## src/rtl/uart_pkg.sv

```systemverilog
// Shared definitions for the UART blocks.
// Contents: FSM state enum, parity_mode encodings, baud index constants and
// baud_div(), which rounds clk_hz / (rate * os) to the nearest integer.
package uart_pkg;

  typedef enum logic [2:0] {
    StIdle,
    StStart,
    StData,
    StParity,
    StStop,
    StBrkWait
  } uart_state_e;

  localparam logic [1:0] ParityNone    = 2'd0;
  localparam logic [1:0] ParityOdd     = 2'd1;
  localparam logic [1:0] ParityEven    = 2'd2;
  localparam logic [1:0] ParityNoneAlt = 2'd3;

  localparam logic [2:0] Baud9600   = 3'd0;
  localparam logic [2:0] Baud19200  = 3'd1;
  localparam logic [2:0] Baud38400  = 3'd2;
  localparam logic [2:0] Baud57600  = 3'd3;
  localparam logic [2:0] Baud115200 = 3'd4;

  function automatic int unsigned baud_rate(input logic [2:0] idx);
    int unsigned rate;
    case (idx)
      Baud9600:   rate = 9600;
      Baud19200:  rate = 19200;
      Baud38400:  rate = 38400;
      Baud57600:  rate = 57600;
      Baud115200: rate = 115200;
      default:    rate = 9600;
    endcase
    return rate;
  endfunction

  function automatic int unsigned baud_div(input int unsigned clk_hz, input logic [2:0] idx,
                                           input int unsigned os);
    int unsigned den;
    den = baud_rate(idx) * os;
    return (clk_hz + den / 2) / den;
  endfunction

endpackage

```

## src/rtl/uart_baud_tick.sv

```systemverilog
// Oversample tick generator.
// Ports: clk_50mhz/rst_n clock and async active-low reset; clear holds the
// counter at 0; div is the divisor; tick pulses for one cycle at count div-1.
module uart_baud_tick #(
  parameter int unsigned DivW = 9
) (
  input  logic            clk_50mhz,
  input  logic            rst_n,
  input  logic            clear,
  input  logic [DivW-1:0] div,
  output logic            tick
);

  logic [DivW-1:0] cnt_q, cnt_d;

  always_comb begin
    tick  = !clear && (cnt_q == div - DivW'(1));
    cnt_d = cnt_q + DivW'(1);
    if (clear || tick) begin
      cnt_d = '0;
    end
  end

  always_ff @(posedge clk_50mhz or negedge rst_n) begin
    if (!rst_n) begin
      cnt_q <= '0;
    end else begin
      cnt_q <= cnt_d;
    end
  end

endmodule

```

## src/rtl/uart_rx_param.sv

```systemverilog
// Oversampling UART receiver: 5-8 data bits, none/odd/even parity, 1-2 stop bits.
// Inputs: clk_50mhz, rst_n (async, active low), baud/data_bits/parity_mode/stop2
// frame config (captured at frame start), rxd serial line (idle high).
// Outputs: rx_data, one-cycle rx_valid strobe, parity_err/frame_err/break_det for
// the last frame; all hold until the next completion.
module uart_rx_param
  import uart_pkg::*;
#(
  parameter int unsigned CLK_HZ      = 50_000_000,
  parameter int unsigned OVERSAMPLE  = 16,
  parameter int unsigned SYNC_STAGES = 2
) (
  input  logic       clk_50mhz,
  input  logic       rst_n,
  input  logic [2:0] baud,
  input  logic [1:0] data_bits,
  input  logic [1:0] parity_mode,
  input  logic       stop2,
  input  logic       rxd,
  output logic [7:0] rx_data,
  output logic       rx_valid,
  output logic       parity_err,
  output logic       frame_err,
  output logic       break_det
);

  localparam int unsigned ScW = $clog2(OVERSAMPLE);
  localparam logic [ScW-1:0] ScSampA  = ScW'(OVERSAMPLE / 2 - 1);
  localparam logic [ScW-1:0] ScSampB  = ScW'(OVERSAMPLE / 2);
  localparam logic [ScW-1:0] ScDecide = ScW'(OVERSAMPLE / 2 + 1);
  localparam logic [ScW-1:0] ScLast   = ScW'(OVERSAMPLE - 1);

  localparam int unsigned Div9600   = baud_div(CLK_HZ, Baud9600, OVERSAMPLE);
  localparam int unsigned Div19200  = baud_div(CLK_HZ, Baud19200, OVERSAMPLE);
  localparam int unsigned Div38400  = baud_div(CLK_HZ, Baud38400, OVERSAMPLE);
  localparam int unsigned Div57600  = baud_div(CLK_HZ, Baud57600, OVERSAMPLE);
  localparam int unsigned Div115200 = baud_div(CLK_HZ, Baud115200, OVERSAMPLE);
  localparam int unsigned DivW      = $clog2(Div9600 + 1);

  logic [SYNC_STAGES-1:0] sync_q, sync_d;
  logic                   rxs, rxs_prev_q, rxs_prev_d;
  uart_state_e            state_q, state_d;
  logic [ScW-1:0]         sc_q, sc_d;
  logic [2:0]             bit_cnt_q, bit_cnt_d;
  logic                   stop_idx_q, stop_idx_d;
  logic [1:0]             samp_q, samp_d;
  logic [7:0]             shift_q, shift_d;
  logic                   perr_q, perr_d, ferr_q, ferr_d, zero_q, zero_d;
  logic [2:0]             cfg_baud_q, cfg_baud_d;
  logic [1:0]             cfg_bits_q, cfg_bits_d, cfg_par_q, cfg_par_d;
  logic                   cfg_stop2_q, cfg_stop2_d;
  logic [7:0]             rx_data_q, rx_data_d;
  logic                   rx_valid_q, rx_valid_d, parity_err_q, parity_err_d;
  logic                   frame_err_q, frame_err_d, break_det_q, break_det_d;

  logic [DivW-1:0] div;
  logic            tick, tick_clear, dec, wrap, vote, par_en, par_exp, ferr_now, zero_now;
  logic [2:0]      last_bit;

  assign rxs        = sync_q[SYNC_STAGES-1];
  assign tick_clear = (state_q == StIdle) || (state_q == StBrkWait);

  always_comb begin
    case (cfg_baud_q)
      Baud19200:  div = DivW'(Div19200);
      Baud38400:  div = DivW'(Div38400);
      Baud57600:  div = DivW'(Div57600);
      Baud115200: div = DivW'(Div115200);
      default:    div = DivW'(Div9600);
    endcase
  end

  uart_baud_tick #(
    .DivW(DivW)
  ) u_baud_tick (
    .clk_50mhz(clk_50mhz),
    .rst_n    (rst_n),
    .clear    (tick_clear),
    .div      (div),
    .tick     (tick)
  );

  always_comb begin
    dec      = tick && (sc_q == ScDecide);
    wrap     = tick && (sc_q == ScLast);
    // Two stored samples plus the live line value at the decision tick.
    vote     = (samp_q[0] & samp_q[1]) | (samp_q[0] & rxs) | (samp_q[1] & rxs);
    par_en   = !((cfg_par_q == ParityNone) || (cfg_par_q == ParityNoneAlt));
    par_exp  = (cfg_par_q == ParityEven) ? ^shift_q : ~^shift_q;
    last_bit = {1'b0, cfg_bits_q} + 3'd4;
    ferr_now = ferr_q | ~vote;
    // Break looks at data, parity and only the first stop bit.
    zero_now = stop_idx_q ? zero_q : (zero_q & ~vote);

    sync_d       = sync_q << 1;
    sync_d[0]    = rxd;
    rxs_prev_d   = rxs;
    state_d      = state_q;
    sc_d         = sc_q;
    bit_cnt_d    = bit_cnt_q;
    stop_idx_d   = stop_idx_q;
    samp_d       = samp_q;
    shift_d      = shift_q;
    perr_d       = perr_q;
    ferr_d       = ferr_q;
    zero_d       = zero_q;
    cfg_baud_d   = cfg_baud_q;
    cfg_bits_d   = cfg_bits_q;
    cfg_par_d    = cfg_par_q;
    cfg_stop2_d  = cfg_stop2_q;
    rx_data_d    = rx_data_q;
    rx_valid_d   = 1'b0;
    parity_err_d = parity_err_q;
    frame_err_d  = frame_err_q;
    break_det_d  = break_det_q;

    if (tick) begin
      sc_d = (sc_q == ScLast) ? '0 : sc_q + ScW'(1);
      if (sc_q == ScSampA) samp_d[0] = rxs;
      if (sc_q == ScSampB) samp_d[1] = rxs;
    end

    unique case (state_q)
      StIdle: begin
        sc_d = '0;
        if (rxs_prev_q && !rxs) begin
          state_d     = StStart;
          cfg_baud_d  = baud;
          cfg_bits_d  = data_bits;
          cfg_par_d   = parity_mode;
          cfg_stop2_d = stop2;
          bit_cnt_d   = '0;
          stop_idx_d  = 1'b0;
          shift_d     = '0;
          perr_d      = 1'b0;
          ferr_d      = 1'b0;
          zero_d      = 1'b1;
        end
      end
      StStart: begin
        if (dec && vote) begin
          state_d = StIdle;
          sc_d    = '0;
        end else if (wrap) begin
          state_d = StData;
        end
      end
      StData: begin
        if (dec) begin
          shift_d[bit_cnt_q] = vote;
          zero_d             = zero_q & ~vote;
        end
        if (wrap) begin
          if (bit_cnt_q == last_bit) state_d = par_en ? StParity : StStop;
          else bit_cnt_d = bit_cnt_q + 3'd1;
        end
      end
      StParity: begin
        if (dec) begin
          perr_d = vote ^ par_exp;
          zero_d = zero_q & ~vote;
        end
        if (wrap) state_d = StStop;
      end
      StStop: begin
        if (dec) begin
          if (!cfg_stop2_q || stop_idx_q) begin
            // Complete at mid-stop so a slightly fast sender's next start is seen.
            rx_valid_d   = 1'b1;
            rx_data_d    = shift_q;
            parity_err_d = perr_q;
            frame_err_d  = ferr_now;
            break_det_d  = zero_now;
            state_d      = zero_now ? StBrkWait : StIdle;
            sc_d         = '0;
          end else begin
            ferr_d = ferr_now;
            zero_d = zero_now;
          end
        end
        if (wrap) stop_idx_d = 1'b1;
      end
      StBrkWait: begin
        if (rxs) state_d = StIdle;
      end
      default: state_d = StIdle;
    endcase
  end

  always_ff @(posedge clk_50mhz or negedge rst_n) begin
    if (!rst_n) begin
      sync_q       <= '1;
      rxs_prev_q   <= 1'b1;
      state_q      <= StIdle;
      sc_q         <= '0;
      bit_cnt_q    <= '0;
      stop_idx_q   <= 1'b0;
      samp_q       <= '0;
      shift_q      <= '0;
      perr_q       <= 1'b0;
      ferr_q       <= 1'b0;
      zero_q       <= 1'b0;
      cfg_baud_q   <= '0;
      cfg_bits_q   <= '0;
      cfg_par_q    <= '0;
      cfg_stop2_q  <= 1'b0;
      rx_data_q    <= '0;
      rx_valid_q   <= 1'b0;
      parity_err_q <= 1'b0;
      frame_err_q  <= 1'b0;
      break_det_q  <= 1'b0;
    end else begin
      sync_q       <= sync_d;
      rxs_prev_q   <= rxs_prev_d;
      state_q      <= state_d;
      sc_q         <= sc_d;
      bit_cnt_q    <= bit_cnt_d;
      stop_idx_q   <= stop_idx_d;
      samp_q       <= samp_d;
      shift_q      <= shift_d;
      perr_q       <= perr_d;
      ferr_q       <= ferr_d;
      zero_q       <= zero_d;
      cfg_baud_q   <= cfg_baud_d;
      cfg_bits_q   <= cfg_bits_d;
      cfg_par_q    <= cfg_par_d;
      cfg_stop2_q  <= cfg_stop2_d;
      rx_data_q    <= rx_data_d;
      rx_valid_q   <= rx_valid_d;
      parity_err_q <= parity_err_d;
      frame_err_q  <= frame_err_d;
      break_det_q  <= break_det_d;
    end
  end

  assign rx_data    = rx_data_q;
  assign rx_valid   = rx_valid_q;
  assign parity_err = parity_err_q;
  assign frame_err  = frame_err_q;
  assign break_det  = break_det_q;

endmodule

```

## config.mk

```make
export PLATFORM = sky130hd
export DESIGN_NAME = uart_rx_param
export DESIGN_NICKNAME = d
export VERILOG_FILES = /design/src/rtl/uart_pkg.sv /design/src/rtl/uart_baud_tick.sv /design/src/rtl/uart_rx_param.sv
export SDC_FILE = /design/constraint.sdc
export NUM_CORES = 1
export LEC_CHECK = 0
export BUFFER_PORTS_ARGS = -buffer_cell sky130_fd_sc_hd__clkbuf_2
export CORE_MARGIN = 10
export CORE_UTILIZATION = 50
export DETAILED_ROUTE_END_ITERATION = 12
export GPL_ROUTABILITY_DRIVEN = 0
export PLACE_DENSITY_LB_ADDON = 0.15
export SLEW_MARGIN = 20
export SYNTH_ARGS = -nofsm -noshare
export SYNTH_HDL_FRONTEND = slang
export SYNTH_HIERARCHICAL = 1
export SYNTH_SLANG_ARGS = --single-unit
```

## constraint.sdc

```tcl
create_clock -name clk_50mhz -period 6.3 [get_ports clk_50mhz]
set_input_delay 0.945 -clock clk_50mhz [delete_from_list [all_inputs] [get_ports clk_50mhz]]
set_output_delay 0.945 -clock clk_50mhz [all_outputs]
set_load 0.1 [all_outputs]
```

# After elaboration in Yosys (flattened, before gate mapping)
# Cells that the tools add are included.
op_classes:
  addsub: 5
  order_cmp: 2
  eq_ne: 31
  n_mux: 48
  n_bitwise: 9
  reduce_logical: 33
op_table:
  columns: ["cell", "count"]
  rows:
  - ["3-bit two-way mux", 14]
  - ["9-bit one-hot mux with 4 select lines", 1]
  - ["2-bit != test (second input constant)", 11]
  - ["4-bit two-way mux", 5]
  - ["3-bit one-hot mux with 6 select lines", 1]
  - ["8-bit two-way mux", 2]
  - ["8-bit one-hot mux with 2 select lines", 1]
  - ["1-bit two-way mux", 15]
  - ["3-bit by 2-bit equality test with 1-bit output (second input constant)", 4]
  - ["4-bit equality test (second input constant)", 3]
  - ["4-bit one-hot mux with 3 select lines", 1]
  - ["3-bit AND reduction", 4]
  - ["9-bit by 1-bit adder with 9-bit output (second input constant)", 1]
  - ["3-bit equality test (second input constant)", 3]
  - ["9-bit equality test", 1]
  - ["9-bit two-way mux", 1]
  - ["9-bit by 1-bit subtractor with 9-bit output (second input constant)", 1]
  - ["8-bit bitwise mux", 1]
  - ["4-bit AND reduction", 2]
  - ["8-bit AND reduction", 1]
  - ["8-bit XNOR reduction", 1]
  - ["8-bit parity", 1]
  - ["3-bit by 1-bit equality test with 1-bit output (second input constant)", 2]
  - ["1-bit logical AND", 6]
  - ["other kinds (27)", 45]
word_totals:
  register_bits: 56
  input_bits: 11
  output_inout_bits: 12
  word_cells: 150

# Logic depth before layout (Yosys ltp)
# Gate-level depths: netlist (run 1).
logic_depth:
  ltp_word: 10
  mapped_depth: 19
  depth_no_buf: 15

# Cells and area by module
# The synthesis (run 1) kept the hierarchy.
by_module_without_submodules:
  columns: ["module", "n_inst", "cells_per_inst", "area_each_um2", "seq_area_each_um2"]
  rows:
  - ["uart_rx_param", 1, 242, 2453.6, 1179.9]
  - ["uart_baud_tick", 1, 77, 726.9, 225.2]

# Least setup slack after synthesis (run 1)
# OpenSTA, ideal clock, no wires.
synth_path:
  path_kind: "flip-flop to flip-flop"
  start: "register cfg_baud_q[1]"
  end: "register state_q[2]"
  setup_time_ns: 0.128
  arrival_time_ns: 4.513
  required_ns: 6.172
  path_slack_ns: 1.659
  stages_incl_launch_ff: 19
  path_buffers: 3
  period_less_slack_ns: 4.641
  cell_sequence: "dfrtp_1 clkbuf_1 xor2_1 o21ai_0 inv_1 inv_1 ha_1 nor3b_2 xnor2_1 or4_1 a2111oi_4 nor2b_1 buf_4 and4b_1 buf_6 nand2b_4 a222oi_1 nand2_1 mux2_1"
synth_between:
  elab_chain_len: 9
  elab_cells_between_ends: 18
  classes_between: "1 x add/sub; 9 x eq/ne; 3 x mux; 5 x reduce/logical"
synth_rtl:
  columns: ["element", "line", "source"]
  rows:
  - ["start, declared", "uart_rx_param.sv:49", "logic [2:0] cfg_baud_q, cfg_baud_d;"]
  - ["start signal, assigned", "uart_rx_param.sv:224", "cfg_baud_q <= cfg_baud_d;"]
  - ["3-bit equality test, or another cell as far along", "uart_rx_param.sv:64", "case (cfg_baud_q)"]
  - ["9-bit one-hot mux with 4 select lines (*)", "uart_rx_param.sv:64", null]
  - ["named net div[2]", "uart_rx_param.sv:56", "logic [DivW-1:0] div;"]
  - ["9-bit by 1-bit subtractor with 9-bit output (*)", "uart_baud_tick.sv:17", "tick = !clear && (cnt_q == div - DivW'(1));"]
  - ["9-bit equality test (*)", "uart_baud_tick.sv:17", null]
  - ["1-bit logical AND (*)", "uart_baud_tick.sv:17", null]
  - ["named net tick", "uart_rx_param.sv:57", "logic tick, tick_clear, dec, wrap, vote, par_en, par_exp, ferr_now, zero_now;"]
  - ["1-bit logical AND", "uart_rx_param.sv:84", "dec = tick && (sc_q == ScDecide);"]
  - ["1-bit logical AND", "uart_rx_param.sv:141", "if (dec && vote) begin"]
  - ["3-bit != test (no source line) / 3-bit two-way mux (equally long branches)", null, null]
  - ["8-bit AND reduction (no source line) / 3-bit one-hot mux with 6 select lines (equally long branches)", null, null]
  - ["end signal, assigned", "uart_rx_param.sv:194", "state_q <= StIdle;"]
  - ["end signal, assigned", "uart_rx_param.sv:215", "state_q <= state_d;"]
  - ["end, declared", "uart_rx_param.sv:42", "uart_state_e state_q, state_d;"]
# The timed path passes the listed nets; every way through them passes the cells marked *.
# A chain may end at the register's enable or synchronous reset.

# Final worst setup path (run 1)
layout_path:
  start: "register cfg_baud_q[1]"
  end: "register state_q[1]"
# Same word-level chain as after synthesis.

==> impl_metrics.ini, run 1 <==
[status]
status = finished, final reports clean

[setup_path]
cp_top_family = simple AND/OR/NAND/NOR gates
start_kind = flop
worstPathBufferInverterCount = 2
arrival_ps = 5710
reg2reg_depth = 15
path_max_fanout = 10
rrSetupSlack_ps = 780
crit_path_end_kind = flop
cp_slowest_stage_delay_ps = 610
cp.depth = 15
cpMostUsedCell = inv_1
slowest_stage = o21ai_0
path_cells = xor2_1, o21ai_0, inv_1, inv_1, ha_1, nor3b_2, xnor2_1, or4_1, a2111oi_4, nor2b_1, nand4_1, nand4bb_1, a222oi_1, nand2_1, mux2_1
cp_data_required_time_ps = 6490
worstSetupPathType = flop to flop

[grt]
gr-usage-met3 = 0.0346
grt_use_met2 = 0.185
grt.overflow.total = 0
grt_pass1_wl_um = 10200
top_usage_layer = met2
antenna_found_initial = 0
grt_max_degree = 57
first_global_vias = 2132
grt_usage = 0.123
grtUsageMet1 = 0.165

[clocking]
cts-root-buf = clkbuf_8
cts_max_level = 2
cts.clk_slew.worst_paths_ps = 90
cts-hold-fix-buffers = 0
cts_tree = yes
insertion_delay_ps = 310
cts_buffer_depth = 2
postCtsSetupRepairBufs = 0
cts.repair.resized = 0
numCtsBuffers = 5
clkSinkCount = 56

[pwr]
vdd_drop_max_mv = 0.244
p_per_area_mw_per_mm2 = 370
cellLeakagePower_uw = 0.00151

[logic_synthesis]
synth_top_cell_by_area = dfrtp_1
synthesis.nets = 337
netlist.area_leader.share = 0.417
async_flop_share = 1.00
avgSynthCellArea_um2 = 9.97
synth_area_mm2 = 0.00318
synth_warnings = 6
ys.flop_type = dfrtp_1
synthTopCellsByArea = dfrtp_1 (42%), xnor2_1 (7.4%), mux2_2 (5.3%), o21ai_0 (3.6%), nand2_1 (3.1%)
ys_types = 56
yosysSeqAreaShare = 0.442
ys_seq_elements = 56
syn_inst = 319
synth-edff-count = 0

[routing]
vias_per_cell = 5.47
route.vias.total = 2232
firstDrtPassIters = 6
wl_per_cell_um = 14.5
drcViolationCount = 0
drtIter0Drc = 111
ant_nets = 0
drt-total-wl_um = 5930

[sta]
finalSetupViolations = 0
tns_ps = 0
maxSlewViolCount = 0
timing.final.crit_share = 0.876
worst_pin_slew_ps = 1030
finClkSkew_ps = 6.46
post-route-min-period_ps = 5520
final-hold-violation-count = 0
relSlewSlack = 0.308
holdWs_ps = 360
rsz0062_at_grt = no
fmax_mhz = 181

[die]
die_w_um = 99.8
num_rows = 28
die_area_mm2 = 0.00995
num_io_pins = 23
fp.dieH_um = 99.8
initial_core_util = 0.525
coreArea_mm2 = 0.00606

[flow_run]
drv_cap = 0

[hold_path]
hp-class = flop to flop
worstHoldPathCells = 0

[finish]
diodes = 0
fin_nets = 350
areaGrowthSynthToFinish_pct = 7.91
layout-drive-gt1-share = 0.171
design_area_mm2 = 0.00343
fillers = 516

[place]
portBuffers = 22
place_area_mm2 = 0.00331
dp_hpwl_um = 4400
==> worst reg2reg max path, stage by stage (launching register included) <==
cell	delay (ps)
dfrtp_1	460
xor2_1	180
o21ai_0	610
inv_1	270
inv_1	120
ha_1	240
nor3b_2	250
xnor2_1	90
or4_1	570
a2111oi_4	570
nor2b_1	510
nand4_1	280
nand4bb_1	270
a222oi_1	450
nand2_1	170
mux2_1	350
==> layout make-up <==
| class | count | area [µm²] | share of cell area |
|---|---|---|---|
| Tap cell | 75 | 93.8 | 0.0273 |
| Sequential cell | 56 | 1410 | 0.409 |
| Clock inverter | 2 | 38.8 | 0.0113 |
| Inverter | 13 | 48.8 | 0.0142 |
| Timing Repair Buffer | 23 | 118 | 0.0343 |
| Multi-Input combinational cell | 233 | 1650 | 0.479 |
| Clock buffer | 6 | 82.6 | 0.0241 |
==> Yosys cell counts, types with 2 or more instances <==
| cell | n |
|---|---|
| ha_1 | 7 |
| clkbuf_1 | 9 |
| o211ai_1 | 2 |
| dfstp_2 | 3 |
| nor3b_1 | 3 |
| buf_2 | 5 |
| o21ai_0 | 23 |
| nor4b_1 | 2 |
| inv_1 | 13 |
| xor2_1 | 8 |
| o2bb2ai_1 | 2 |
| mux2_1 | 5 |
| nand3b_1 | 2 |
| and4b_1 | 3 |
| a21oi_1 | 10 |
| nand2_1 | 26 |
| nor2b_1 | 7 |
| dfrtp_1 | 53 |
| o21ai_1 | 2 |
| o31ai_1 | 5 |
| o21a_1 | 2 |
| xnor2_1 | 27 |
| and3_1 | 2 |
| nor2_1 | 23 |
| nand3_1 | 7 |
| nand2b_1 | 4 |
| nor3_1 | 12 |
| a31oi_1 | 7 |
| mux2_2 | 15 |
| o2111ai_1 | 2 |
| mux2i_1 | 3 |
==> layout by cell type, fill, tap and decap left out, types with 4 or more instances in the layout <==
cell / synthesis / layout
dfrtp_1: 53 / 53
xnor2_1: 27 / 27
nand2_1: 26 / 26
o21ai_0: 23 / 23
nor2_1: 23 / 23
clkbuf_2: 0 / 22
mux2_2: 15 / 15
inv_1: 13 / 13
nor3_1: 12 / 12
a21oi_1: 10 / 10
xor2_1: 8 / 8
nor2b_1: 7 / 7
a31oi_1: 7 / 7
nand3_1: 7 / 7
ha_1: 7 / 7
clkbuf_8: 0 / 6
mux2_1: 5 / 5
o31ai_1: 5 / 5
nand2b_1: 4 / 4
==> layer usage <==
layer | up-vias | wire [µm]
li1 | 1141 | -
met5 | - | 0
met4 | 0 | 102
met2 | 33 | 2700
met1 | 1050 | 2870
met3 | 8 | 252
==> power breakdown <==
group          total, µW  internal, µW  switching, µW  leakage [µW]
Combinational        514           235            280      0.000707
Sequential           510           417           92.7      0.000741
Clock                244           130            114     0.0000614
==> kinds of logic (layout without fill, tap and decap cells) <==
kind of cell,after synthesis,in the layout,synth area share
and+or+nand+nor,103,103,0.178
AOI/OAI and AO/OA,64,64,0.132
DFF,56,56,0.442
xor gates and xnor gates,35,35,0.0964
buffers and inverters,30,44,0.0409
muxes,23,23,0.0803
adders and majority gates,8,8,0.0307
==> through the flow <==
stage | util | power, µW | setup slack, ps | std cells
final | 0.566 | 1270 | 781 | 408
after global routing | 0.566 | 1370 | 203 | 408
after CTS | 0.566 | 1280 | 790 | 408
after detailed placement | 0.546 | 1030 | 836 | 400
after global placement | 0.546 | 1030 | 1080 | 400
after floorplan | - | 935 | 1660 | 319
==> sequential cells by signal (all words and copies together), names as in the netlist, 3 cells and up <==
signal / cells
u_baud_tick/cnt_q: 9
bit_cnt_q: 3
cfg_baud_q: 3
state_q: 3
shift_q: 8
rx_data: 8
sc_q: 4
==> worst paths after layout <==
check / start / endpoint
worst max-delay path: cfg_baud_q[1] / state_q[1]
worst min-delay path: sync_q[0] / sync_q[1]
min in group asynchronous: rst_n / cfg_par_q[1]
worst min register to register: sync_q[0] / sync_q[1]
worst max register to register: cfg_baud_q[1] / state_q[1]
max in group asynchronous: rst_n / shift_q[3]
No activity file was read; power rests on OpenSTA's default activity.
==> inputs of run 2 (changes only) <==
==> constraint.sdc (replaced) <==
create_clock -name clk_50mhz -period 6.3 [get_ports clk_50mhz]
set_input_delay 0 -clock clk_50mhz [delete_from_list [all_inputs] [get_ports clk_50mhz]]
set_output_delay 0 -clock clk_50mhz [all_outputs]
set_load 0.1 [all_outputs]
==> run 2 against run 1 <==
Combinational power rose by 1%. Sequential power about the same. Non-clock buffer count grew 10. Clock power is essentially flat. Routed wire length increased by 1.9%. Global-route usage up 0.14 points. Clock skew grew 0.66 ps. Design area rose by 2.9%. Critical endpoint unchanged.
==> impl_metrics.ini, run 2 (synthesis results as in run 1) <==
[status]
status = finished, final reports clean

[setup_path]
start_kind = flop
path_cells = xor2_1, o21ai_0, inv_1, inv_1, ha_1, nor3b_2, xnor2_1, or4_1, a2111oi_4, nor2b_1, nand4_1, nand4bb_1, a222oi_1, nand2_1, mux2_1
cp_data_required_time_ps = 6490
r2r_end = state_q[1]
worstSetupPathType = flop to flop
cpMostUsedCell = inv_1
arrival_ps = 5680
reg2reg_depth = 15
crit_path_end_kind = flop
slowest_stage = o21ai_0
path_max_fanout = 10
r2r-start = cfg_baud_q[1]
rrSetupSlack_ps = 810
cp_top_family = simple AND/OR/NAND/NOR gates
worstPathBufferInverterCount = 2
cp_slowest_stage_delay_ps = 600

[finish]
design_area_mm2 = 0.00353
layout-drive-gt1-share = 0.166
most-common-layout-cells = dfrtp_1 (53), xnor2_1 (27), nand2_1 (26)
diodes = 0
layout_commonest_cell = dfrtp_1
fillers = 511
largest_reg_flops = 9
fin_cells = 418
fin_nets = 360
regMostFlops = u_baud_tick/cnt_q
areaGrowthSynthToFinish_pct = 11.1

[die]
die_w_um = 99.8
num_rows = 28
fp.dieH_um = 99.8
num_io_pins = 23
initial_core_util = 0.525
coreArea_mm2 = 0.00606
die_area_mm2 = 0.00995

[place]
dp_slack_ps = 836
dp_hpwl_um = 4400
portBuffers = 22
place_area_mm2 = 0.00331
dp_cells = 400

[sta]
timing.final.crit_share = 0.871
fmax_mhz = 182
maxSlewViolCount = 0
post-route-min-period_ps = 5490
final-hold-violation-count = 0
holdWs_ps = 318
rsz0062_at_grt = no
worst_pin_slew_ps = 1040
tns_ps = 0
fin_ws_ps = 815
relSlewSlack = 0.304
finClkSkew_ps = 7.12
finalSetupViolations = 0

[grt]
antenna_found_initial = 0
grt_max_degree = 57
grt_usage = 0.124
grt.overflow.total = 0
grt_pass1_wl_um = 10300
first_global_vias = 2171

[flow_run]
drv_cap = 0

[routing]
wl_per_cell_um = 14.5
drtIter0Drc = 117
drcViolationCount = 0
vias_per_cell = 5.43
ant_nets = 0
firstDrtPassIters = 4
drt-total-wl_um = 6040
route.vias.total = 2271

[pwr]
vdd_drop_max_mv = 0.258
p_per_area_mw_per_mm2 = 360
cellLeakagePower_uw = 0.00155

[clocking]
insertion_delay_ps = 310
cts-root-buf = clkbuf_8
cts.clk_slew.worst_paths_ps = 90
numCtsBuffers = 5
clkSinkCount = 56
cts_tree = yes
cts_buffer_depth = 2
cts.repair.resized = 0
cts_max_level = 2

[hold_path]
hp-class = input pin to flop
hp-start = rxd
min_to = sync_q[0]
worstHoldPathCells = 2
run 2: per-stage QoR:
step                utilization  power, µW
global route              0.583       1380
floorplan                     -        935
finish                    0.583       1270
detailed placement        0.546       1030
global placement          0.546       1030
CTS                       0.583       1290
run 2: worst max path at each step:
stage | slack [ps] | endpoint | from | cells past startpoint
2_1_floorplan | 1660 | state_q[2] | cfg_baud_q[1] | 18
3_3_place_gp | 1080 | state_q[2] | cfg_baud_q[1] | 15
3_5_place_dp | 840 | state_q[1] | cfg_baud_q[1] | 15
4_1_cts | 790 | state_q[1] | cfg_baud_q[1] | 15
5_1_grt | 210 | state_q[1] | cfg_baud_q[1] | 15
6_report | 810 | state_q[1] | cfg_baud_q[1] | 15
run 2: power by group:
part,total (µW),switching [µW],internal [µW]
logic,520,281,239
clock network,242,112,130
registers,510,93.0,417
run 2: cell type report:
type	count	area, µm²	area share
Tap cell	75	93.8	0.0266
Clock inverter	2	38.8	0.0110
Clock buffer	6	82.6	0.0234
Inverter	13	48.8	0.0138
Sequential cell	56	1410	0.398
Timing Repair Buffer	33	218	0.0616
Multi-Input combinational cell	233	1650	0.466
run 2: timing repair:
action / in CTS / in global routing
hold buffers: 10 / 0
buffers inserted: 0 / 0
hold endpoints to repair: 62 / 0
run 2: metal layers:
metal | vias up | track usage | share of wire
met2 | 38 | 0.188 | 0.46
met4 | 0 | 0.0452 | 0.019
met5 | - | 0 | 0
met1 | 1061 | 0.165 | 0.48
met3 | 10 | 0.0339 | 0.040
li1 | 1162 | - | -
